$ cat src/rtl/pipeline_rr_arbiter_pkg.sv
// Shared types and helpers for the pipeline round-robin arbiter.
// Optional feature macro: PIPE_ARB_LOCK_EN (see rtl/pipeline_rr_arbiter.sv).
package pipe_arb_pkg;

   function automatic int unsigned id_width(input int unsigned n);
      return (n > 1) ? unsigned'($clog2(n)) : 1;
   endfunction

   localparam int unsigned DEF_NUM_REQ  = 4;
   localparam int unsigned DEF_ID_WIDTH = id_width(DEF_NUM_REQ);

   typedef logic [DEF_ID_WIDTH-1:0] arb_id_t;

   localparam logic OUT_VALID_RST = 1'b0;

endpackage

$ cat src/rtl/pipeline_rr_arbiter_if.sv
// Requester, output and stage-control signals of the arbiter.
// req_last_i only exists when PIPE_ARB_LOCK_EN is defined.
interface pipeline_rr_arbiter_if #(
   parameter int unsigned NUM_REQ    = 4,
   parameter int unsigned DATA_WIDTH = 32
) ();
   import pipe_arb_pkg::*;

   localparam int unsigned ID_WIDTH = id_width(NUM_REQ);

   logic [NUM_REQ-1:0]            req_valid_i;
   logic [NUM_REQ-1:0]            req_ready_o;
   logic [NUM_REQ*DATA_WIDTH-1:0] req_data_i;
`ifdef PIPE_ARB_LOCK_EN
   logic [NUM_REQ-1:0]            req_last_i;
`endif
   logic                          m_data_valid;
   logic                          m_data_ready;
   logic [DATA_WIDTH-1:0]         m_data_data;
   logic [ID_WIDTH-1:0]           m_data_id;
   logic                          s_ctrl_stall;
   logic                          s_ctrl_flush;
   logic                          s_status_busy;

   // Arbiter side.
   modport slave (
      input  req_valid_i, req_data_i,
`ifdef PIPE_ARB_LOCK_EN
      input  req_last_i,
`endif
      input  m_data_ready, s_ctrl_stall, s_ctrl_flush,
      output req_ready_o, m_data_valid, m_data_data, m_data_id, s_status_busy
   );

   // Environment side: requesters, consumer and pipeline control.
   modport master (
      output req_valid_i, req_data_i,
`ifdef PIPE_ARB_LOCK_EN
      output req_last_i,
`endif
      output m_data_ready, s_ctrl_stall, s_ctrl_flush,
      input  req_ready_o, m_data_valid, m_data_data, m_data_id, s_status_busy
   );

endinterface

$ cat src/rtl/pipeline_rr_arbiter_rr_pick.sv
// Combinational rotate-priority encoder: first eligible request at or above
// the pointer, wrapping modulo NUM_REQ.
module rr_pick #(
   parameter int unsigned NUM_REQ  = 4,
   parameter int unsigned ID_WIDTH = 2
) (
   input  logic [NUM_REQ-1:0]  i_req,
   input  logic [ID_WIDTH-1:0] i_ptr,
   input  logic [NUM_REQ-1:0]  i_mask,
   output logic                o_grant_valid,
   output logic [ID_WIDTH-1:0] o_grant_idx
);

   logic [NUM_REQ-1:0] w_elig;

   assign w_elig = i_req & i_mask;

   function automatic int unsigned wrap_idx(input int unsigned p, input int unsigned off);
      return (p + off >= NUM_REQ) ? p + off - NUM_REQ : p + off;
   endfunction

   // Walk offsets high to low so the smallest offset from the pointer wins.
   always_comb begin
      o_grant_valid = 1'b0;
      o_grant_idx   = '0;
      for (int i = NUM_REQ - 1; i >= 0; i--) begin
         if (w_elig[wrap_idx(int'(i_ptr), unsigned'(i))]) begin
            o_grant_valid = 1'b1;
            o_grant_idx   = ID_WIDTH'(wrap_idx(int'(i_ptr), unsigned'(i)));
         end
      end
   end

endmodule

$ cat src/rtl/pipeline_rr_arbiter.sv
// Round-robin arbiter feeding one output register with stall/flush stage control.
// Define PIPE_ARB_LOCK_EN to keep a requester's multi-beat packet contiguous.
module pipeline_rr_arbiter
   import pipe_arb_pkg::*;
#(
   parameter int unsigned NUM_REQ    = 4,
   parameter int unsigned DATA_WIDTH = 32
) (
   input logic                   clk_i,
   input logic                   rst_ni,
   pipeline_rr_arbiter_if.slave  bus
);

   localparam int unsigned ID_WIDTH = id_width(NUM_REQ);

   logic                  r_out_valid;
   logic [DATA_WIDTH-1:0] r_out_data;
   logic [ID_WIDTH-1:0]   r_out_id;
   logic [ID_WIDTH-1:0]   r_ptr;

   logic                  w_load;
   logic                  w_grant;
   logic                  w_pick_valid;
   logic [ID_WIDTH-1:0]   w_gnt_idx;
   logic [NUM_REQ-1:0]    w_mask;
   logic                  w_last;
   logic [NUM_REQ-1:0]    w_ready;
   logic [ID_WIDTH-1:0]   w_ptr_next;
   logic [DATA_WIDTH-1:0] w_data_sel;

   // rst_ni gating keeps req_ready_o low while reset is asserted.
   assign w_load = rst_ni & ~bus.s_ctrl_stall & ~bus.s_ctrl_flush
                 & (~r_out_valid | bus.m_data_ready);
   assign w_grant = w_load & w_pick_valid;

`ifdef PIPE_ARB_LOCK_EN
   logic                r_lock;
   logic [ID_WIDTH-1:0] r_lock_id;

   always_comb begin
      w_mask = '1;
      if (r_lock) begin
         w_mask            = '0;
         w_mask[r_lock_id] = 1'b1;
      end
   end

   assign w_last = bus.req_last_i[w_gnt_idx];

   always_ff @(posedge clk_i or negedge rst_ni) begin
      if (!rst_ni) begin
         r_lock    <= 1'b0;
         r_lock_id <= '0;
      end else if (bus.s_ctrl_flush) begin
         r_lock    <= 1'b0;
         r_lock_id <= '0;
      end else if (w_grant) begin
         r_lock    <= ~w_last;
         r_lock_id <= w_gnt_idx;
      end
   end
`else
   assign w_mask = '1;
   assign w_last = 1'b1;
`endif

   rr_pick #(
      .NUM_REQ  (NUM_REQ),
      .ID_WIDTH (ID_WIDTH)
   ) u_pick (
      .i_req         (bus.req_valid_i),
      .i_ptr         (r_ptr),
      .i_mask        (w_mask),
      .o_grant_valid (w_pick_valid),
      .o_grant_idx   (w_gnt_idx)
   );

   always_comb begin
      w_ready = '0;
      if (w_grant) begin
         w_ready[w_gnt_idx] = 1'b1;
      end
   end

   assign w_data_sel = bus.req_data_i[w_gnt_idx*DATA_WIDTH +: DATA_WIDTH];
   assign w_ptr_next = (w_gnt_idx == ID_WIDTH'(NUM_REQ - 1)) ? '0 : w_gnt_idx + 1'b1;

   always_ff @(posedge clk_i or negedge rst_ni) begin
      if (!rst_ni) begin
         r_out_valid <= OUT_VALID_RST;
         r_out_data  <= '0;
         r_out_id    <= '0;
         r_ptr       <= '0;
      end else if (bus.s_ctrl_flush) begin
         r_out_valid <= 1'b0;
         r_out_data  <= '0;
         r_out_id    <= '0;
         r_ptr       <= '0;
      end else if (w_load) begin
         if (w_pick_valid) begin
            r_out_valid <= 1'b1;
            r_out_data  <= w_data_sel;
            r_out_id    <= w_gnt_idx;
            // Pointer only moves once a packet completes.
            if (w_last) begin
               r_ptr <= w_ptr_next;
            end
         end else begin
            r_out_valid <= 1'b0;
         end
      end
   end

   assign bus.req_ready_o   = w_ready;
   assign bus.m_data_valid  = r_out_valid & ~bus.s_ctrl_flush;
   assign bus.m_data_data   = bus.s_ctrl_flush ? '0 : r_out_data;
   assign bus.m_data_id     = bus.s_ctrl_flush ? '0 : r_out_id;
   assign bus.s_status_busy = r_out_valid;

endmodule

$ cat src/flat_wrapper.sv
// flat-port wrapper written by rule: the top's interface ports become plain ports
module pipeline_rr_arbiter_flat import pipe_arb_pkg::*;
#(
   parameter int unsigned NUM_REQ    = 4,
   parameter int unsigned DATA_WIDTH = 32
)
  (clk_i, rst_ni, bus_req_valid_i, bus_req_data_i, bus_m_data_ready, bus_s_ctrl_stall, bus_s_ctrl_flush, bus_req_ready_o, bus_m_data_valid, bus_m_data_data, bus_m_data_id, bus_s_status_busy);
  pipeline_rr_arbiter_if #(.NUM_REQ(NUM_REQ), .DATA_WIDTH(DATA_WIDTH)) bus_i ();
  input logic clk_i;
  input logic rst_ni;
  input wire logic [$bits(bus_i.req_valid_i)-1:0] bus_req_valid_i;
  input wire logic [$bits(bus_i.req_data_i)-1:0] bus_req_data_i;
  input wire logic [$bits(bus_i.m_data_ready)-1:0] bus_m_data_ready;
  input wire logic [$bits(bus_i.s_ctrl_stall)-1:0] bus_s_ctrl_stall;
  input wire logic [$bits(bus_i.s_ctrl_flush)-1:0] bus_s_ctrl_flush;
  output wire logic [$bits(bus_i.req_ready_o)-1:0] bus_req_ready_o;
  output wire logic [$bits(bus_i.m_data_valid)-1:0] bus_m_data_valid;
  output wire logic [$bits(bus_i.m_data_data)-1:0] bus_m_data_data;
  output wire logic [$bits(bus_i.m_data_id)-1:0] bus_m_data_id;
  output wire logic [$bits(bus_i.s_status_busy)-1:0] bus_s_status_busy;
  assign bus_i.req_valid_i = bus_req_valid_i;
  assign bus_i.req_data_i = bus_req_data_i;
  assign bus_i.m_data_ready = bus_m_data_ready;
  assign bus_i.s_ctrl_stall = bus_s_ctrl_stall;
  assign bus_i.s_ctrl_flush = bus_s_ctrl_flush;
  assign bus_req_ready_o = bus_i.req_ready_o;
  assign bus_m_data_valid = bus_i.m_data_valid;
  assign bus_m_data_data = bus_i.m_data_data;
  assign bus_m_data_id = bus_i.m_data_id;
  assign bus_s_status_busy = bus_i.s_status_busy;
  pipeline_rr_arbiter #(.NUM_REQ(NUM_REQ), .DATA_WIDTH(DATA_WIDTH)) u_core (.clk_i(clk_i), .rst_ni(rst_ni), .bus(bus_i));
endmodule
$ cat config.mk
export PLATFORM = sky130hd
export DESIGN_NAME = pipeline_rr_arbiter_flat
export DESIGN_NICKNAME = d
export VERILOG_FILES = /design/src/rtl/pipeline_rr_arbiter_pkg.sv /design/src/rtl/pipeline_rr_arbiter_if.sv /design/src/rtl/pipeline_rr_arbiter_rr_pick.sv /design/src/rtl/pipeline_rr_arbiter.sv /design/src/flat_wrapper.sv
export SDC_FILE = /design/constraint.sdc
export NUM_CORES = 1
export LEC_CHECK = 0
export CAP_MARGIN = 20
export CORE_MARGIN = 3
export CORE_UTILIZATION = 25
export CTS_BUF_LIST = sky130_fd_sc_hd__clkbuf_4 sky130_fd_sc_hd__clkbuf_8
export DETAILED_ROUTE_END_ITERATION = 7
export GPL_TIMING_DRIVEN = 0
export PLACE_DENSITY = 0.62
export SLEW_MARGIN = 5
export SYNTH_ARGS = -nofsm -noshare
export SYNTH_HDL_FRONTEND = slang
export SYNTH_SLANG_ARGS = --single-unit
export TNS_END_PERCENT = 1
$ cat constraint.sdc
create_clock -name clk_i -period 2.6 [get_ports clk_i]
set_clock_uncertainty 0.1 [all_clocks]
set_input_delay 0.52 -clock clk_i [delete_from_list [all_inputs] [get_ports clk_i]]
set_output_delay 0.52 -clock clk_i [all_outputs]
set_load 0.005 [all_outputs]
## After elaboration in Yosys (flattened, before gate mapping)

Cells that the tools add are included.

- Memories kept: 0
- Memory bits (read-only): 0
- Output and inout port bits: 40
- Bits of input ports: 137
- Bits in writable memories: 0
- Logic and storage cells: 75
- Latch bits: 0
- Register bits after elaboration: 37

- Multipliers: 0
- $add $sub $neg: 8
- Div/mod/pow operators: 0
- Reductions and logical operators: 4
- Muxes and demuxes: 38
- Bitwise gates (word level): 9
- Eq/ne operators: 1
- Shift operators: 1
- Magnitude comparators: 10

Operator list:

| kind | count |
|---|---|
| $mux W32 | 8 |
| $lt A32 B3 Y1 const B | 4 |
| $shiftx A128 B8 Y32 | 1 |
| $ge A32 B3 Y1 const B | 3 |
| $sub A32 B3 Y32 const B | 3 |
| $mux W2 | 12 |
| $mux W1 | 12 |
| $bmux W1 S2 | 4 |
| $add A2 B2 Y3 const B | 2 |
| $and A1 B1 Y1 | 5 |
| $mux W4 | 1 |
| $reduce_bool A2 Y1 | 2 |
| $sub A2 B3 Y4 const B | 1 |
| $add A2 B1 Y3 const B | 1 |
| $ge A2 B3 Y1 const B | 1 |
| $lt A2 B3 Y1 const B | 1 |
| $not A1 Y1 | 3 |
| $add A2 B1 Y2 const B | 1 |
| $demux W1 S2 | 1 |
| $eq A2 B2 Y1 const B | 1 |
| $ge A2 B1 Y1 const B | 1 |
| $reduce_and A2 Y1 | 1 |
| $logic_and A1 B1 Y1 | 1 |
| $or A1 B1 Y1 | 1 |

## Logic depth before layout (Yosys ltp)

- Word-level depth: 14
- Gate-level depth with buffers: 9
- Depth with buffers taken out: 6

## By module

A second synthesis with hierarchy kept.

- Cells, all modules: 192
- Area, all modules: 2697.6 µm²

Modules (own cells, without submodules):

| module | area each (µm²) | instances | cells an instance | sequential area each (µm²) |
|---|---|---|---|---|
| pipeline_rr_arbiter | 2600.0 | 1 | 176 | 925.9 |
| rr_pick | 97.6 | 1 | 16 | 0.0 |

## Least setup slack after synthesis

OpenSTA, ideal clock, no wires.

- Path type: input -> output
- From: in bus_req_valid_i[0]
- To: out bus_req_ready_o[1]
- Required time: 1980 ps
- Buffers on the path: 3
- Setup slack: 308 ps
- Stages: 9
- Arrival time: 1672 ps
- Path through: a21o_1 -> a21oi_1 -> o22a_1 -> buf_4 -> buf_12 -> buf_12 -> inv_1 -> ha_1 -> and2_1

- Cells in the longest elaborated chain, start to end: 11
- Elaborated cells between the ends (all ways): 23
- Classes of those cells: order compare: 2; mux: 19; bitwise: 1; reduce/logical: 1

RTL lines:

| item | RTL line | source |
|---|---|---|
| start: declaration | flat_wrapper.sv:11 | `input wire logic [$bits(bus_i.req_valid_i)-1:0] bus_req_valid_i;` |
| $bmux W1 S2 | pipeline_rr_arbiter_rr_pick.sv:27 | `if (w_elig[wrap_idx(int'(i_ptr), unsigned'(i))]) begin` |
| $mux W1 (implied by the code) | pipeline_rr_arbiter_rr_pick.sv:27 |  |
| $mux W2 (4 in a row) | pipeline_rr_arbiter_rr_pick.sv:27 |  |
| $lt A2 B3 Y1 (implied by the code) or $ge A2 B1 Y1 (tied branches) | pipeline_rr_arbiter.sv:81 | `w_ready[w_gnt_idx] = 1'b1;` |
| $logic_and A1 B1 Y1 (implied by the code) | pipeline_rr_arbiter.sv:81 |  |
| $mux W1 (implied by the code) | pipeline_rr_arbiter.sv:81 |  |
| $demux W1 S2 | -- |  |
| $mux W4 (*) | pipeline_rr_arbiter.sv:80 | `if (w_grant) begin` |
| end: declaration | flat_wrapper.sv:16 | `output wire logic [$bits(bus_i.req_ready_o)-1:0] bus_req_ready_o;` |

Every way passes the cells marked *; elsewhere a longest branch is shown, timed or not. The select of a mux whose other input is x is not followed.

## Worst setup path in the final report

- From: in bus_req_valid_i[3]
- To: out bus_req_ready_o[3]

The elaborated chain is that of the path after synthesis.

==> metrics <==
outcome=completed; global-route congestion overflow total=0; synthesis-stage register bit count=37; Area contributors post-synth=dfrtp_1 35%, mux2i_1 25%, o221ai_1 11%; first-pass GRT wire length=between 10000 and 15000 µm; worst reg2reg setup slack=400 ps; placed inst area=about 0.0046 mm²; initial drt markers=72; Seq/Total Area, Yosys=35.1%; max-slew violation count=0; endpoints failing setup=0; CTS tree=built; Req. time, crit path=1980 ps; chip height=109 µm; Reg-to-Reg End=u_core.r_out_data[10]$_DFFE_PN0P_; antenna diode count=0; maxcap violations=0; dpl cells=574; Max rail drop VDD=between 0.2 and 0.25 mV; overall power=0.00171 W; leakage=1.97 nW; # IOs=177; vias in the first global route=~2900; worst skew pair latency=280 ps; Yosys warnings=0; Setup TNS Final=0 ps; library cells used by synthesis=25; router iterations before antenna repair=4; most frequent cells in the layout=166 x clkdlybuf4s50_1, 67 x mux2i_1, 36 x nand2_1, 36 x dfrtp_1; Syn Inst Count=264; post-layout min period=2580 ps; final design utilization=~48%; number of nets in the layout=599; RSZ-0062 raised after global routing=yes; max_slew headroom=approximately 80%; syn_area_per_cell=10.0 µm²; clock slew at reported path FFs=70 ps; antenna violations before repair=0; GR Util All Layers=between 10% and 20%; largest net degree at the start of global routing=37; vias per inst=~4.5; site row count=36; R2R cell count=10; Via Count=roughly 2700; commonest non-fill, non-tap cell in the layout=clkdlybuf4s50_1; final instance area=0.00479 mm²; largest area contributor in the netlist=dfrtp_1; post-synth net total=405; Slew @ Worst Pin=289 ps; DRT antenna net count=0; CP max FO=6; layout cell share with drive strength beyond 1=13.1%; routed wire length=9310 µm; Worst Path Arrival=roughly 2000 ps; post-route DRC violation count=0; DIE WIDTH=109 µm; Starting Density=26.4%; worst r2r src=u_core.r_ptr[1]$_DFFE_PN0P_; Synth Cell Area=0.00264 mm²; CTS sink cnt=37; filler-free cell count of the finished design=a little under 600; f_max=0.387 GHz; endpoint class of the critical path=output pin; number of CTS-inserted buffers=5; H-tree levels=2; Post-synth EDFFs=0; CORE AREA=~0.01 mm²; main flop type after synthesis=dfrtp_1; Worst Hold Class=input pin to asynchronous set/reset pin; final worst-path cycle share=99.4%; gpl congestion=0.728; post-DP HPWL=7280 µm; Die Area=around 0.012 mm²; DR WL/cell=15.7 µm; area delta synth->final=81.3%; root buffer cell=clkbuf_8; power density over cell area=356 mW/mm²; share of async-settable or async-resettable flops after synthesis=100%; share of Yosys cell area claimed by the top area cell type=35.1%; CTS max path bufs=2; # port buffers=176; Final Hold Fails=0; crit start category=input pin; WS Path Type=input pin to output pin
cell families after synthesis:
kind of cell / synth area share (%)
flip-flops: 35.1
multiplexers: 25.4
AND/OR/NAND/NOR: 17.2
adder cells (fa/ha/maj): 1.90
buffers and inverters: 7.44
AO/OA/AOI/OAI: 13.0
synth_stat cells (all sizes together) (2+ instances only):
library cell	instances
a211oi	2
a21oi	4
and2	4
buf	16
clkbuf	6
dfrtp	37
ha	4
inv	5
mux2i	67
nand2	37
nand2b	3
nor2	6
nor2b	36
o221ai	32
where the power goes:
group          leakage, nW  switching (W)  internal, W
registers            0.502      0.0000110     0.000617
clock network       0.0477       0.000201     0.000221
logic                 1.42       0.000249     0.000407
per-stage QoR:
| stage | setup slack (ps) | hold WS (ps) |
|---|---|---|
| after detailed placement | -831 | 234 |
| after floorplan | 308 | 124 |
| after CTS | -63.0 | 110 |
| after global placement | -1740 | 398 |
| after global routing | -30.1 | 120 |
| final | 15.5 | 108 |
final cells by class:
type / count / area (µm²)
multi-input cells: 200 / 1560
fillers: 975 / 5210
well taps: 133 / 166
repair buffers: 188 / 1840
plain buffers: 21 / 186
inverters: 5 / 18.8
flip-flops and latches: 37 / 927
clock buffers: 7 / 90.1
critical path, stage by stage:
cell and delay (ps):
dlygate4sd2_1 280, or4_4 550, nand3_2 110, nor2_2 70, and2_1 170, dlygate4sd2_1 260
state kept, by name, indices dropped and copies added (netlist names):
signal / count
u_core.bus.s_status_busy: 1
u_core.r_out_data: 32
u_core.r_out_id: 2
u_core.r_ptr: 2
worst max-delay path by stage:
stage,startpoint,slack [ps],endpoint
after detailed placement,bus_req_valid_i[0],-830,bus_req_ready_o[1]
after global routing,u_core.r_ptr[1]$_DFFE_PN0P_,-30,bus_req_ready_o[2]
final,bus_req_valid_i[3],20,bus_req_ready_o[3]
after floorplan,bus_req_valid_i[0],310,bus_req_ready_o[1]
after CTS,u_core.r_ptr[1]$_DFFE_PN0P_,-60,bus_req_ready_o[0]
after global placement,rst_ni,-1740,bus_req_ready_o[3]
layer usage:
layer | vias to the layer above | part of all wire [%] | global-route usage, %
met5 | - | 0 | 0
met4 | 0 | 0.74 | 3.34
met3 | 8 | 8.9 | 4.91
met2 | 121 | 49 | 27.0
met1 | 1220 | 42 | 18.5
li1 | 1338 | - | -
repair_timing:
action,4_1_cts,5_1_grt
hold endpoints to repair,2,0
setup buffers,6,4
hold buffers,1,0
pin swaps,3,2
setup endpoints to repair,39,4
gates resized for setup,32,8
(Power assumes the default switching activity.)
